## config.mk

```make
export PLATFORM = sky130hd
export DESIGN_NAME = pkt_arbiter_flat
export DESIGN_NICKNAME = d
export VERILOG_FILES = /design/src/rtl/pkt_arbiter_if.sv /design/src/rtl/pkt_arbiter.sv /design/src/flat_wrapper.sv
export SDC_FILE = /design/constraint.sdc
export NUM_CORES = 1
export LEC_CHECK = 0
export ABC_CLOCK_PERIOD_IN_PS = 6000
export BUFFER_PORTS_ARGS = -buffer_cell sky130_fd_sc_hd__buf_2
export CAP_MARGIN = 5
export CORE_UTILIZATION = 30
export DETAILED_ROUTE_END_ITERATION = 12
export GPL_ROUTABILITY_DRIVEN = 0
export SETUP_SLACK_MARGIN = 0.1
export SLEW_MARGIN = 15
export SYNTH_ARGS = -nofsm -noshare
export SYNTH_HDL_FRONTEND = slang
export SYNTH_SLANG_ARGS = --single-unit
```

## constraint.sdc

```tcl
create_clock -name clk -period 6 [get_ports clk]
set_clock_uncertainty 0.1 [all_clocks]
set_input_delay 1.2 -clock clk [delete_from_list [all_inputs] [get_ports clk]]
set_output_delay 1.2 -clock clk [all_outputs]
set_load 0.005 [all_outputs]
```

## src/rtl/pkt_arbiter_if.sv

```systemverilog
// Packet merge bus: NUM_PIPES assembler streams in, one multicast stream out,
// plus the per-pipe packet counters exported to the register bank.
interface pkt_arbiter_if #(
  parameter int unsigned NUM_PIPES = 4,
  parameter int unsigned PKT_BITS  = 72
);
  logic [NUM_PIPES-1:0][PKT_BITS-1:0] pkt_data_in;
  logic [NUM_PIPES-1:0]               pkt_vld_in;
  logic [NUM_PIPES-1:0]               pkt_rdy_out;
  logic [PKT_BITS-1:0]                pkt_data_out;
  logic                               pkt_vld_out;
  logic                               pkt_rdy_in;
  logic                               cnt_clr_in;
  logic [NUM_PIPES-1:0][31:0]         pkt_cnt_out;

  modport slave (
    input  pkt_data_in, pkt_vld_in, pkt_rdy_in, cnt_clr_in,
    output pkt_rdy_out, pkt_data_out, pkt_vld_out, pkt_cnt_out
  );

  modport master (
    output pkt_data_in, pkt_vld_in, pkt_rdy_in, cnt_clr_in,
    input  pkt_rdy_out, pkt_data_out, pkt_vld_out, pkt_cnt_out
  );
endinterface

```

## src/rtl/pkt_arbiter.sv

```systemverilog
// Round-robin merge of NUM_PIPES packet streams onto one registered output with a
// single park slot, so one packet per cycle flows while downstream is ready.
module pkt_arbiter #(
  parameter int unsigned NUM_PIPES = 4,
  parameter int unsigned PKT_BITS  = 72
) (
  input logic          clk,
  input logic          reset,
  pkt_arbiter_if.slave bus
);
  localparam int unsigned IdxW = (NUM_PIPES > 1) ? $clog2(NUM_PIPES) : 1;

  logic [IdxW-1:0]            rr_ptr_q, rr_ptr_d;
  logic [IdxW-1:0]            gnt_idx;
  logic [IdxW:0]              cand;
  logic                       gnt_found;
  logic                       xfer;
  logic                       busy;
  logic                       rdy_en_q;
  logic                       vld_q, vld_d;
  logic [PKT_BITS-1:0]        data_q, data_d;
  logic                       parked_q, parked_d;
  logic [PKT_BITS-1:0]        park_data_q, park_data_d;
  logic [NUM_PIPES-1:0][31:0] cnt_q, cnt_d;
  logic [NUM_PIPES-1:0]       rdy;

  // First valid input after the last grant, wrapping modulo NUM_PIPES.
  always_comb begin
    gnt_found = 1'b0;
    gnt_idx   = '0;
    cand      = '0;
    for (int unsigned off = 1; off <= NUM_PIPES; off++) begin
      cand = {1'b0, rr_ptr_q} + (IdxW + 1)'(off);
      if (cand >= (IdxW + 1)'(NUM_PIPES)) begin
        cand = cand - (IdxW + 1)'(NUM_PIPES);
      end
      if (!gnt_found && bus.pkt_vld_in[cand[IdxW-1:0]]) begin
        gnt_found = 1'b1;
        gnt_idx   = cand[IdxW-1:0];
      end
    end
  end

  assign xfer = gnt_found && rdy_en_q && !parked_q;
  assign busy = vld_q && !bus.pkt_rdy_in;

  always_comb begin
    rdy = '0;
    if (xfer) begin
      rdy[gnt_idx] = 1'b1;
    end
  end

  always_comb begin
    vld_d       = busy || parked_q || xfer;
    data_d      = data_q;
    park_data_d = park_data_q;
    parked_d    = parked_q;
    rr_ptr_d    = rr_ptr_q;
    if (xfer) begin
      rr_ptr_d = gnt_idx;
      if (busy) begin
        park_data_d = bus.pkt_data_in[gnt_idx];
        parked_d    = 1'b1;
      end else begin
        data_d = bus.pkt_data_in[gnt_idx];
      end
    end else if (parked_q && bus.pkt_rdy_in) begin
      data_d   = park_data_q;
      parked_d = 1'b0;
    end
  end

  // Saturating counters; clear takes precedence over a coincident accept.
  always_comb begin
    for (int unsigned i = 0; i < NUM_PIPES; i++) begin
      cnt_d[i] = cnt_q[i];
      if (bus.cnt_clr_in) begin
        cnt_d[i] = '0;
      end else if (xfer && (gnt_idx == IdxW'(i)) && (cnt_q[i] != 32'hFFFF_FFFF)) begin
        cnt_d[i] = cnt_q[i] + 32'd1;
      end
    end
  end

  always_ff @(posedge clk or negedge reset) begin
    if (!reset) begin
      rr_ptr_q    <= IdxW'(NUM_PIPES - 1);
      rdy_en_q    <= 1'b0;
      vld_q       <= 1'b0;
      data_q      <= '0;
      parked_q    <= 1'b0;
      park_data_q <= '0;
      cnt_q       <= '0;
    end else begin
      rr_ptr_q    <= rr_ptr_d;
      rdy_en_q    <= 1'b1;
      vld_q       <= vld_d;
      data_q      <= data_d;
      parked_q    <= parked_d;
      park_data_q <= park_data_d;
      cnt_q       <= cnt_d;
    end
  end

  assign bus.pkt_rdy_out  = rdy;
  assign bus.pkt_vld_out  = vld_q;
  assign bus.pkt_data_out = data_q;
  assign bus.pkt_cnt_out  = cnt_q;

endmodule

```

## src/flat_wrapper.sv

```systemverilog
// flat-port wrapper written by rule: the top's interface ports become plain ports
module pkt_arbiter_flat 
#(
  parameter int unsigned NUM_PIPES = 4,
  parameter int unsigned PKT_BITS  = 72
)
  (clk, reset, bus_pkt_data_in, bus_pkt_vld_in, bus_pkt_rdy_in, bus_cnt_clr_in, bus_pkt_rdy_out, bus_pkt_data_out, bus_pkt_vld_out, bus_pkt_cnt_out);
  pkt_arbiter_if #(.NUM_PIPES(NUM_PIPES), .PKT_BITS(PKT_BITS)) bus_i ();
  input logic clk;
  input logic reset;
  input wire logic [$bits(bus_i.pkt_data_in)-1:0] bus_pkt_data_in;
  input wire logic [$bits(bus_i.pkt_vld_in)-1:0] bus_pkt_vld_in;
  input wire logic [$bits(bus_i.pkt_rdy_in)-1:0] bus_pkt_rdy_in;
  input wire logic [$bits(bus_i.cnt_clr_in)-1:0] bus_cnt_clr_in;
  output wire logic [$bits(bus_i.pkt_rdy_out)-1:0] bus_pkt_rdy_out;
  output wire logic [$bits(bus_i.pkt_data_out)-1:0] bus_pkt_data_out;
  output wire logic [$bits(bus_i.pkt_vld_out)-1:0] bus_pkt_vld_out;
  output wire logic [$bits(bus_i.pkt_cnt_out)-1:0] bus_pkt_cnt_out;
  assign bus_i.pkt_data_in = bus_pkt_data_in;
  assign bus_i.pkt_vld_in = bus_pkt_vld_in;
  assign bus_i.pkt_rdy_in = bus_pkt_rdy_in;
  assign bus_i.cnt_clr_in = bus_cnt_clr_in;
  assign bus_pkt_rdy_out = bus_i.pkt_rdy_out;
  assign bus_pkt_data_out = bus_i.pkt_data_out;
  assign bus_pkt_vld_out = bus_i.pkt_vld_out;
  assign bus_pkt_cnt_out = bus_i.pkt_cnt_out;
  pkt_arbiter #(.NUM_PIPES(NUM_PIPES), .PKT_BITS(PKT_BITS)) u_core (.clk(clk), .reset(reset), .bus(bus_i));
endmodule
```

==> flow_metrics.py, run 1 <==
metrics = {
    "floorplanning": {
        "initial_utilization": 0.3047,
        "rows": 81,
        "coreArea_mm2": 0.04895,
        "ios": 501,
        "die_w_um": 225.0,
        "die_h_um": 225.0,
        "die_area_mm2": 0.05061,
    },
    "sta": {
        "worst_pin_slew_ps": 1144,
        "worst_slack_ps": 1532,
        "rsz0062_at_grt": "false",
        "fin_crit_sh": 0.7446,
        "finalMaxSlewViolations": 0,
        "slew_headroom": 0.2368,
        "period_needed_ps": 4468,
        "hold_viol_final": 0,
        "fin_tns_setup_ps": 0,
        "setup_viol": 0,
        "max_freq_ghz": 0.2238,
    },
    "detailed_routing": {
        "via_per_inst": 5.359,
        "drtAntennaViolNets": 0,
        "drt-pass1-iter-count": 7,
        "drt-initial-drc-count": 1136,
        "wl_per_cell_um": 19.29,
        "num_vias": 15180,
        "wl_um": 54660,
        "drc": 0,
    },
    "global_routing": {
        "grt_pass1_vias": 14160,
        "grt_pass1_wl_um": 82280,
        "grt_start_max_net_pins": 111,
        "grt-ovfl-total": 0,
        "gr-usage-all-layers": 0.2092,
        "antenna_found_initial": 12,
    },
    "synth": {
        "yosys_warnings": 0,
        "ys_ff_latch": 277,
        "syn-cell-area_mm2": 0.01492,
        "synth_edf_count": 0,
        "ys_seq_area_frac": 0.4649,
        "synth_top_area_share": 0.4614,
        "yosysUniqueCellTypes": 64,
        "synth.area.top_cells": "dfrtp_1 (46%), nand2_1 (6.5%), a21oi_1 (6.2%)",
        "synthArstFlopShare": 1.000,
        "synth_flop_cell": "dfrtp_1",
        "synth_cells": 1714,
        "syn-num-nets": 2014,
        "yosysTopAreaCell": "dfrtp_1",
        "synth.avg_cell_area_um2": 8.702,
    },
    "run_status": {
        "status": "finished clean",
    },
    "hold_path": {
        "hold_depth": 2,
        "worst_hold_path_type": "flip-flop to flip-flop",
    },
    "worst_setup_path": {
        "cp_slowest_stage_delay_ps": 440,
        "critPathLaunchType": "input port",
        "path_common_cell": "buf_2",
        "reg2reg_depth": 7,
        "arrival_ps": 3170,
        "path_class": "input port to primary output",
        "critPathMaxFanout": 38,
        "cp.depth": 7,
        "critical_path.cell_chain": "buf_2, or3b_1, o221ai_4, buf_4, nand2_2, nor2_1, buf_2",
        "crit_buf_inv": 3,
        "cp_top_family": "simple AND/OR/NAND/NOR gates",
        "critPathRequiredTime_ps": 4700,
        "cp-end-kind": "primary output",
        "cp_slowest_cell": "or3b_1",
    },
    "clock_network": {
        "htree_levels": 2,
        "cts_sinks": 277,
        "cts_buffer_depth": 3,
        "path_clk_slew_ps": 50,
        "ctsHoldBuffers": 0,
        "clk_latency_ps": 540,
        "cts-root-buf": "clkbuf_16",
        "cts_made_buffers": 36,
        "cts_tree": "done",
        "cts_resized": 0,
        "post-cts-setup-buffers": 0,
    },
    "finish": {
        "final_cell_mix": "buf_2 (497), dfrtp_1 (274), nand2_1 (260), a21oi_1 (185), o21ai_0 (179)",
        "final_core_util": 0.3917,
        "final_common_cell": "buf_2",
        "nFillCells": 4973,
        "fin_nets": 2440,
        "drive_gt1_frac": 0.2803,
        "syn2layout_area_growth_pct": 28.55,
    },
    "power": {
        "power_switching_w": 0.002265,
        "power.leakage_nw": 8.880,
        "clkPwrFrac": 0.330,
        "power_per_cell_area_mw_per_mm2": 342.0,
        "p_seq_frac": 0.380,
        "ir_drop_mv": 0.2089,
        "switching_share": 0.3454,
        "cell_internal_pwr_w": 0.004292,
        "power_frac_comb": 0.290,
    },
    "placement": {
        "preCtsSetupSlack_ps": 1512,
        "io_buffers": 500,
        "dp_hpwl_um": 39220,
    },
    "job": {
        "maxCapViolCount": 0,
    },
}
kinds of logic after synthesis:
kind of cell | Yosys count | synth area share
simple gates | 661 | 0.2167
compound gates | 541 | 0.2251
flops | 277 | 0.4649
buf+inv | 147 | 0.03875
xor+xnor | 68 | 0.03993
mux | 15 | 0.01107
fa+ha+maj | 4 | 0.003356
other cells | 1 | 0.0002514
registers in the layout, summed over array words and instances (netlist names):
register / flops
u_core.bus.pkt_vld_out: 1
u_core.rr_ptr_q: 2
u_core.bus.pkt_cnt_out: 128
u_core.rdy_en_q: 1
u_core.bus.pkt_data_out: 72
u_core.parked_q: 1
u_core.park_data_q: 72
per-layer routing:
layer	vias to the layer above	GRT usage	share of wire
li1	7133	-	-
met1	7350	0.2630	0.41
met2	583	0.3439	0.48
met3	115	0.03963	0.067
met4	0	0.1020	0.042
met5	-	0	0
metrics by stage:
stage                     total power [W]  hold slack (ps)  cells  area, µm²
after floorplan                  0.003588            350.1   1714      14920
after global placement           0.004374            361.1   2766      17970
after detailed placement         0.004441            370.7   2766      17970
after CTS                        0.006647            382.6   2826      19160
after global routing             0.006952            401.1   2833      19170
final                            0.006557            377.4   2833      19170
power groups by stage:
stage	Clock [W]	Sequential (W)	Combinational [W]
finish	0.00217	0.00249	0.00190
global route	0.00231	0.00254	0.00211
CTS	0.00224	0.00249	0.00192
detailed placement	0	0.00252	0.00192
global placement	0	0.00250	0.00187
floorplan	0	0.00247	0.00112
worst paths after layout:
check | from | end | slack [ps]
setup / recovery | bus_pkt_vld_in[1] | bus_pkt_rdy_out[0] | 1530
hold / removal | u_core.bus.pkt_data_out[5] | u_core.bus.pkt_data_out[5] | 380
max in group asynchronous | reset | u_core.bus.pkt_cnt_out[83] | 3950
min in group asynchronous | reset | u_core.bus.pkt_cnt_out[69] | 600
hold reg to reg | u_core.bus.pkt_data_out[5] | u_core.bus.pkt_data_out[5] | 380
setup reg to reg | u_core.bus.pkt_cnt_out[0] | u_core.bus.pkt_cnt_out[7] | 2720
worst min-delay path, stage by stage (launching register included):
cell	delay, ps
dfrtp_1	330
a32oi_1	50
o21ai_0	60
cells in the mapped netlist (12+ instances only):
master and instances:
buf_1 12, nor4_1 30, clkbuf_1 97, nor2_1 118, xnor2_1 45, a32oi_1 72, inv_1 17, nand3_1 47
or3_1 41, a22o_1 72, buf_2 21, xor2_1 23, nand2_1 260, a21oi_1 185, nor2b_1 14, and3_1 19
nor3_1 19, o21ai_0 179, nand4_1 57, dfrtp_1 275
layout make-up:
type,count,area [µm²],share of cell area
Tap cell,664,830.8,0.04333
Sequential cell,277,6938,0.3618
Clock inverter,9,117.6,0.006134
Clock buffer,51,1070,0.05579
Timing Repair Buffer,518,2678,0.1396
Inverter,17,63.81,0.003328
Multi-Input combinational cell,1290,7460,0.3890
Antenna cell,7,17.52,0.0009135
Note: power is estimated with default switching activity, not from simulation.
==> inputs of run 2 (changes only) <==
--- a/config.mk
+++ b/config.mk
@@ -5,7 +5,8 @@
 export SDC_FILE = /design/constraint.sdc
 export NUM_CORES = 1
 export LEC_CHECK = 0
-export ABC_CLOCK_PERIOD_IN_PS = 6000
+export ABC_AREA = 1
+export ABC_CLOCK_PERIOD_IN_PS = 4400
 export BUFFER_PORTS_ARGS = -buffer_cell sky130_fd_sc_hd__buf_2
 export CAP_MARGIN = 5
 export CORE_UTILIZATION = 30
==> constraint.sdc (replaced) <==
create_clock -name clk -period 4.4 [get_ports clk]
set_clock_uncertainty 0.1 [all_clocks]
set_input_delay 0.88 -clock clk [delete_from_list [all_inputs] [get_ports clk]]
set_output_delay 0.88 -clock clk [all_outputs]
set_load 0.005 [all_outputs]
==> run 2 against run 1 <==
Compared with the run above:
- combinational power increased to 4.6 times the previous value
- worst setup slack got worse by 800 ps
- final cell count increased by 41%
- clock power increased by 45%
- hold slack got worse by 140 ps
- die area increased by 22%
- non-clock buffer count increased by 3
- register-to-register slack got worse by 1600 ps
- routed wire length increased by 18%
==> flow_metrics.py, run 2 <==
metrics = {
    "detailed_routing": {
        "dr_wl_met3_um": 4629,
        "wl_um": 64610,
        "drt-pass1-iter-count": 7,
        "drc": 0,
        "wl_per_cell_um": 16.19,
        "top_layer_used": "met5",
        "num_vias": 19380,
        "via_per_inst": 4.856,
        "drtAntennaViolNets": 0,
        "routed-wl-met2_um": 29820,
        "wl_met1_um": 28420,
        "drt-initial-drc-count": 1247,
    },
    "synth": {
        "ys_top_cells_by_count": "nand2_1 (1191), nand3_1 (325), dfrtp_1 (275)",
        "syn-cell-area_mm2": 0.01816,
        "yosys_warnings": 0,
        "synth_cells": 2785,
        "synth.avg_cell_area_um2": 6.521,
        "yosysTopAreaCell": "dfrtp_1",
        "syn-num-nets": 3085,
        "synthArstFlopShare": 1.000,
        "yosysUniqueCellTypes": 35,
        "synth_edf_count": 0,
        "synth_flop_cell": "dfrtp_1",
        "post-synth-top-count-cell": "nand2_1",
        "synth.area.top_cells": "dfrtp_1 (38%), nand2_1 (25%), nand3_1 (9.0%)",
        "synth_top_area_share": 0.3789,
        "ys_seq_area_frac": 0.3818,
        "ys_ff_latch": 277,
    },
    "sta": {
        "fin_tns_setup_ps": 0,
        "hold_viol_final": 0,
        "worst_pin_slew_ps": 1012,
        "rsz0062_at_grt": "false",
        "max_freq_ghz": 0.2730,
        "finalMaxSlewViolations": 0,
        "slew_headroom": 0.3255,
        "setup_viol": 0,
        "fin_crit_sh": 0.8326,
        "period_needed_ps": 3663,
    },
    "placement": {
        "io_buffers": 500,
        "dp_hpwl_um": 45860,
        "dp.cells": 3922,
    },
    "clock_network": {
        "cts_buffer_depth": 3,
        "cts_made_buffers": 37,
        "path_clk_slew_ps": 60,
        "cts_sinks": 277,
        "clk_latency_ps": 540,
        "cts-root-buf": "clkbuf_16",
        "cts_tree": "done",
        "cts_resized": 0,
        "post-cts-setup-buffers": 0,
        "ctsHoldBuffers": 0,
        "htree_levels": 2,
    },
    "worst_setup_path": {
        "startpoint": "u_core.rr_ptr_q[0]",
        "cp_slowest_stage_delay_ps": 650,
        "critPathLaunchType": "flip-flop",
        "path_class": "flip-flop to primary output",
        "critPathMaxFanout": 10,
        "path_common_cell": "nand2_1",
        "cp-end-kind": "primary output",
        "worst_r2r_startpoint": "u_core.rr_ptr_q[0]",
        "arrival_ps": 2680,
        "crit_buf_inv": 3,
        "cp_top_family": "simple AND/OR/NAND/NOR gates",
        "critPathRequiredTime_ps": 3420,
        "critical_path.cell_chain": "inv_4, nand2_1, nand2_2, nand2_1, nand2_2, inv_1, nand2_1, nand2_1, nand2_4, nor3_1, buf_2",
        "cp_slowest_cell": "dfstp_2",
    },
    "floorplanning": {
        "die_h_um": 248.0,
        "coreArea_mm2": 0.05946,
        "die_w_um": 248.0,
        "ios": 501,
        "rows": 89,
        "die_area_mm2": 0.06152,
        "initial_utilization": 0.3054,
    },
    "finish": {
        "final_common_cell": "nand2_1",
        "syn2layout_area_growth_pct": 23.50,
        "final_core_util": 0.3772,
        "drive_gt1_frac": 0.1868,
        "nFillCells": 6428,
        "final_cell_mix": "nand2_1 (1191), buf_2 (498), nand3_1 (324), dfrtp_1 (275), nor2_1 (200)",
        "largest_reg_flops": 128,
        "instances_no_fill": 3990,
        "insertedDiodeCount": 0,
        "fin_nets": 3488,
    },
    "power": {
        "ir_drop_mv": 0.9619,
        "power.leakage_nw": 11.63,
        "power_per_cell_area_mw_per_mm2": 688.2,
    },
    "run_status": {
        "status": "finished clean",
    },
    "job": {
        "maxCapViolCount": 0,
    },
    "hold_path": {
        "worst_hold_path_type": "input port to asynchronous set/reset pin",
    },
    "global_routing": {
        "grt_pass1_wl_um": 97500,
        "gr-usage-all-layers": 0.2000,
        "grt-ovfl-total": 0,
        "antenna_found_initial": 2,
        "grt_pass1_vias": 17390,
        "grt_start_max_net_pins": 146,
    },
}
-- run 2: cell types whose count changed in the layout (fill, tap and decap cells not counted), sizes merged, moves of 72 or more --
cell | before | now
xor2 | 23 | 99
nor2 | 120 | 204
nand3 | 47 | 329
nand2 | 262 | 1197
inv | 20 | 170
a22o | 72 | 0
a21oi | 185 | 76
a32oi | 72 | 0
-- run 2: where the power goes --
group          switching (W)  internal (W)  total (W)
sequential          0.000366       0.00323    0.00360
clock                0.00119       0.00197    0.00315
combinational        0.00615       0.00254    0.00869
-- run 2: final cells by class --
class / instances / area [µm²] / area share
clock buffer: 58 / 1107 / 0.04937
clock inverter: 10 / 157.7 / 0.007029
inverter: 169 / 639.4 / 0.02851
multi-input combinational: 2182 / 9846 / 0.4390
sequential: 277 / 6934 / 0.3092
tap: 773 / 967.2 / 0.04312
timing repair buffer: 521 / 2776 / 0.1238
-- run 2: through the flow --
stage               power, W  hold WS, ps  area (µm²)  setup WS [ps]
floorplan           0.009888        349.4       18160           1460
global placement     0.01230        358.3       21160          909.2
detailed placement   0.01237        361.0       21160          839.0
CTS                  0.01564        221.5       22420          645.9
global route         0.01684        247.0       22430          459.0
finish               0.01543        234.6       22430          736.6
-- run 2: metal layers --
metal / up-vias / track usage
met5: - / 0
met4: 4 / 0.05973
met3: 95 / 0.03965
met2: 650 / 0.3246
met1: 8946 / 0.2674
li1: 9681 / -
-- run 2: logic make-up after synthesis --
group | Yosys count | share of synthesized area
other | 1 | 0.0002065
and+or+nand+nor | 1862 | 0.4265
xor gates and xnor gates | 115 | 0.05546
AOI/OAI and AO/OA | 200 | 0.05519
adders and majority gates | 4 | 0.002756
DFF | 277 | 0.3818
buffers and inverters | 326 | 0.07806
-- run 2: worst paths after layout --
check	to	cells after the start	slack, ps
max	bus_pkt_rdy_out[0]	11	740
min	u_core.bus.pkt_cnt_out[96]	1	230
max reg2reg	u_core.bus.pkt_cnt_out[19]	11	1110
min reg2reg	u_core.bus.pkt_data_out[60]	2	370
max in group asynchronous	u_core.bus.pkt_cnt_out[100]	2	3110
min in group clk	u_core.bus.pkt_data_out[60]	2	370
-- run 2: worst reg2reg max path: stages, from the launching register on --
cell	delay [ps]
dfstp_2	650
inv_4	100
nand2_1	70
nand2_1	60
nand2_1	100
inv_1	40
a31oi_1	280
nand2_1	150
nor2_4	240
nand4_2	390
nand2_2	750
o21ai_0	190
==> inputs of run 3 (changes only) <==
--- a/config.mk
+++ b/config.mk
@@ -5,8 +5,8 @@
 export SDC_FILE = /design/constraint.sdc
 export NUM_CORES = 1
 export LEC_CHECK = 0
-export ABC_AREA = 1
-export ABC_CLOCK_PERIOD_IN_PS = 4400
+export ABC_AREA = 0
+export ABC_CLOCK_PERIOD_IN_PS = 3700
 export BUFFER_PORTS_ARGS = -buffer_cell sky130_fd_sc_hd__buf_2
 export CAP_MARGIN = 5
 export CORE_UTILIZATION = 30
==> constraint.sdc (replaced) <==
create_clock -name clk -period 3.7 [get_ports clk]
set_clock_uncertainty 0.1 [all_clocks]
set_input_delay 0.74 -clock clk [delete_from_list [all_inputs] [get_ports clk]]
set_output_delay 0.74 -clock clk [all_outputs]
set_load 0.005 [all_outputs]
==> run 3 against run 2 <==
Compared with the run above:
- sequential share of layout area grew 4.8 points
- non-clock buffer count increased by 22
- largest cell class unchanged
- register-to-register slack lost 250 ps
- critical path type unchanged
==> flow_metrics.py, run 3 (same netlist as run 1, synthesis figures left out) <==
metrics = {
    "global_routing": {
        "antenna_found_initial": 11,
        "grt_start_max_net_pins": 89,
        "grt_pass1_vias": 14510,
        "gr-usage-all-layers": 0.2133,
        "grt_pass1_wl_um": 84170,
        "grt-ovfl-total": 0,
    },
    "worst_setup_path": {
        "startpoint": "u_core.rr_ptr_q[1]",
        "endpoint": "bus_pkt_rdy_out[0]",
        "path_class": "flip-flop to primary output",
        "r2r-end": "u_core.bus.pkt_cnt_out[7]",
        "cp-end-kind": "primary output",
        "critPathRequiredTime_ps": 2860,
        "arrival_ps": 2390,
        "reg2reg_depth": 7,
        "worst_r2r_startpoint": "u_core.bus.pkt_cnt_out[0]",
        "critPathLaunchType": "flip-flop",
        "critPathMaxFanout": 21,
        "regToRegSetupSlack_ps": 860,
    },
    "clock_network": {
        "cts_buffer_depth": 3,
        "cts_tree": "done",
        "cts_resized": 0,
        "cts-root-buf": "clkbuf_16",
        "clk_latency_ps": 530,
        "cts_sinks": 277,
        "post-cts-setup-buffers": 0,
        "ctsHoldBuffers": 0,
        "htree_levels": 2,
        "cts_made_buffers": 35,
        "path_clk_slew_ps": 60,
    },
    "sta": {
        "period_needed_ps": 3234,
        "fin_crit_sh": 0.8740,
        "setup_viol": 0,
        "rsz0062_at_grt": "false",
        "worst_pin_slew_ps": 1091,
        "hold_viol_final": 0,
        "worst_slack_ps": 466.1,
        "max_freq_ghz": 0.3092,
        "fin_tns_setup_ps": 0,
        "slew_headroom": 0.2728,
        "finalMaxSlewViolations": 0,
    },
    "power": {
        "power_switching_w": 0.003664,
        "clkPwrFrac": 0.320,
        "power_frac_comb": 0.301,
        "switching_share": 0.3460,
        "power_per_cell_area_mw_per_mm2": 545.9,
        "p_seq_frac": 0.379,
        "power.leakage_nw": 9.012,
        "ir_drop_mv": 0.2528,
        "cell_internal_pwr_w": 0.006927,
    },
    "floorplanning": {
        "ios": 501,
        "initial_utilization": 0.3047,
        "die_h_um": 225.0,
        "coreArea_mm2": 0.04895,
        "die_w_um": 225.0,
        "rows": 81,
        "die_area_mm2": 0.05061,
    },
    "detailed_routing": {
        "drt-initial-drc-count": 1186,
        "num_vias": 15270,
        "drt-pass1-iter-count": 6,
        "drc": 0,
        "wl_um": 55520,
        "via_per_inst": 5.344,
        "drtAntennaViolNets": 0,
        "wl_per_cell_um": 19.43,
    },
    "placement": {
        "dp_hpwl_um": 40130,
        "io_buffers": 500,
        "preCtsSetupSlack_ps": 509.4,
    },
    "finish": {
        "fin_nets": 2464,
        "final_common_cell": "buf_2",
        "multi_input_area_mm2": 0.007460,
        "final_cell_mix": "buf_2 (497), dfrtp_1 (274), nand2_1 (260), a21oi_1 (185), o21ai_0 (179)",
        "seq_area_mm2": 0.006938,
        "drive_gt1_frac": 0.2881,
        "syn2layout_area_growth_pct": 30.06,
        "largest_reg_flops": 128,
        "nFillCells": 4947,
    },
    "job": {
        "maxCapViolCount": 0,
    },
    "run_status": {
        "status": "finished clean",
    },
    "hold_path": {
        "worst_hold_path_type": "input port to asynchronous set/reset pin",
    },
}
-- run 3: cell type report --
class	instances	area share
antenna	3	0.0003870
clock buffer	53	0.05443
clock inverter	10	0.004708
inverter	17	0.003289
multi-input combinational	1290	0.3845
sequential	277	0.3576
tap	664	0.04282
timing repair buffer	543	0.1522
-- run 3: routing by layer --
| layer | vias to the layer above | global-route usage | share of wire |
|---|---|---|---|
| li1 | 7187 | - | - |
| met1 | 7384 | 0.2701 | 0.42 |
| met3 | 95 | 0.04381 | 0.065 |
| met2 | 602 | 0.3620 | 0.49 |
| met4 | 0 | 0.06847 | 0.030 |
| met5 | - | 0 | 0 |
-- run 3: through the flow --
stage / hold slack [ps] / power, W / instances / utilization / cell area [µm²]
final: 145.3 / 0.01059 / 2857 / 0.3963 / 19400
after global routing: 176.7 / 0.01122 / 2857 / 0.3963 / 19400
after CTS: 151.8 / 0.01071 / 2854 / 0.3962 / 19390
after detailed placement: 370.1 / 0.007270 / 2791 / 0.3727 / 18250
after global placement: 361.5 / 0.007162 / 2791 / 0.3727 / 18250
after floorplan: 344.4 / 0.005819 / 1714 / - / 14920
-- run 3: critical path: stages (launching register included) --
cell and delay, ps:
dfstp_2 590, o21ai_1 150, o221ai_4 290, nand2_2 370, nor2_1 300, buf_2 160
-- run 3: how the worst min path moves through the flow --
stage                                 startpoint                          end  slack [ps]  depth (start not counted)
final                                      reset  u_core.bus.pkt_cnt_out[103]         150                          1
after global routing                       reset  u_core.bus.pkt_cnt_out[103]         180                          1
after CTS                                  reset  u_core.bus.pkt_cnt_out[103]         150                          1
after detailed placement  u_core.park_data_q[16]       u_core.park_data_q[16]         370                          2
after global placement    u_core.park_data_q[27]       u_core.park_data_q[27]         360                          2
after floorplan                            reset    u_core.bus.pkt_cnt_out[0]         340                          0
-- run 3: power by group through the flow --
stage	registers (W)	clock network [W]	logic, W
2_1_floorplan	0.00401	0	0.00181
3_3_place_gp	0.00403	0	0.00314
3_5_place_dp	0.00406	0	0.00321
4_1_cts	0.00401	0.00348	0.00322
5_1_grt	0.00409	0.00360	0.00353
6_report	0.00401	0.00339	0.00319
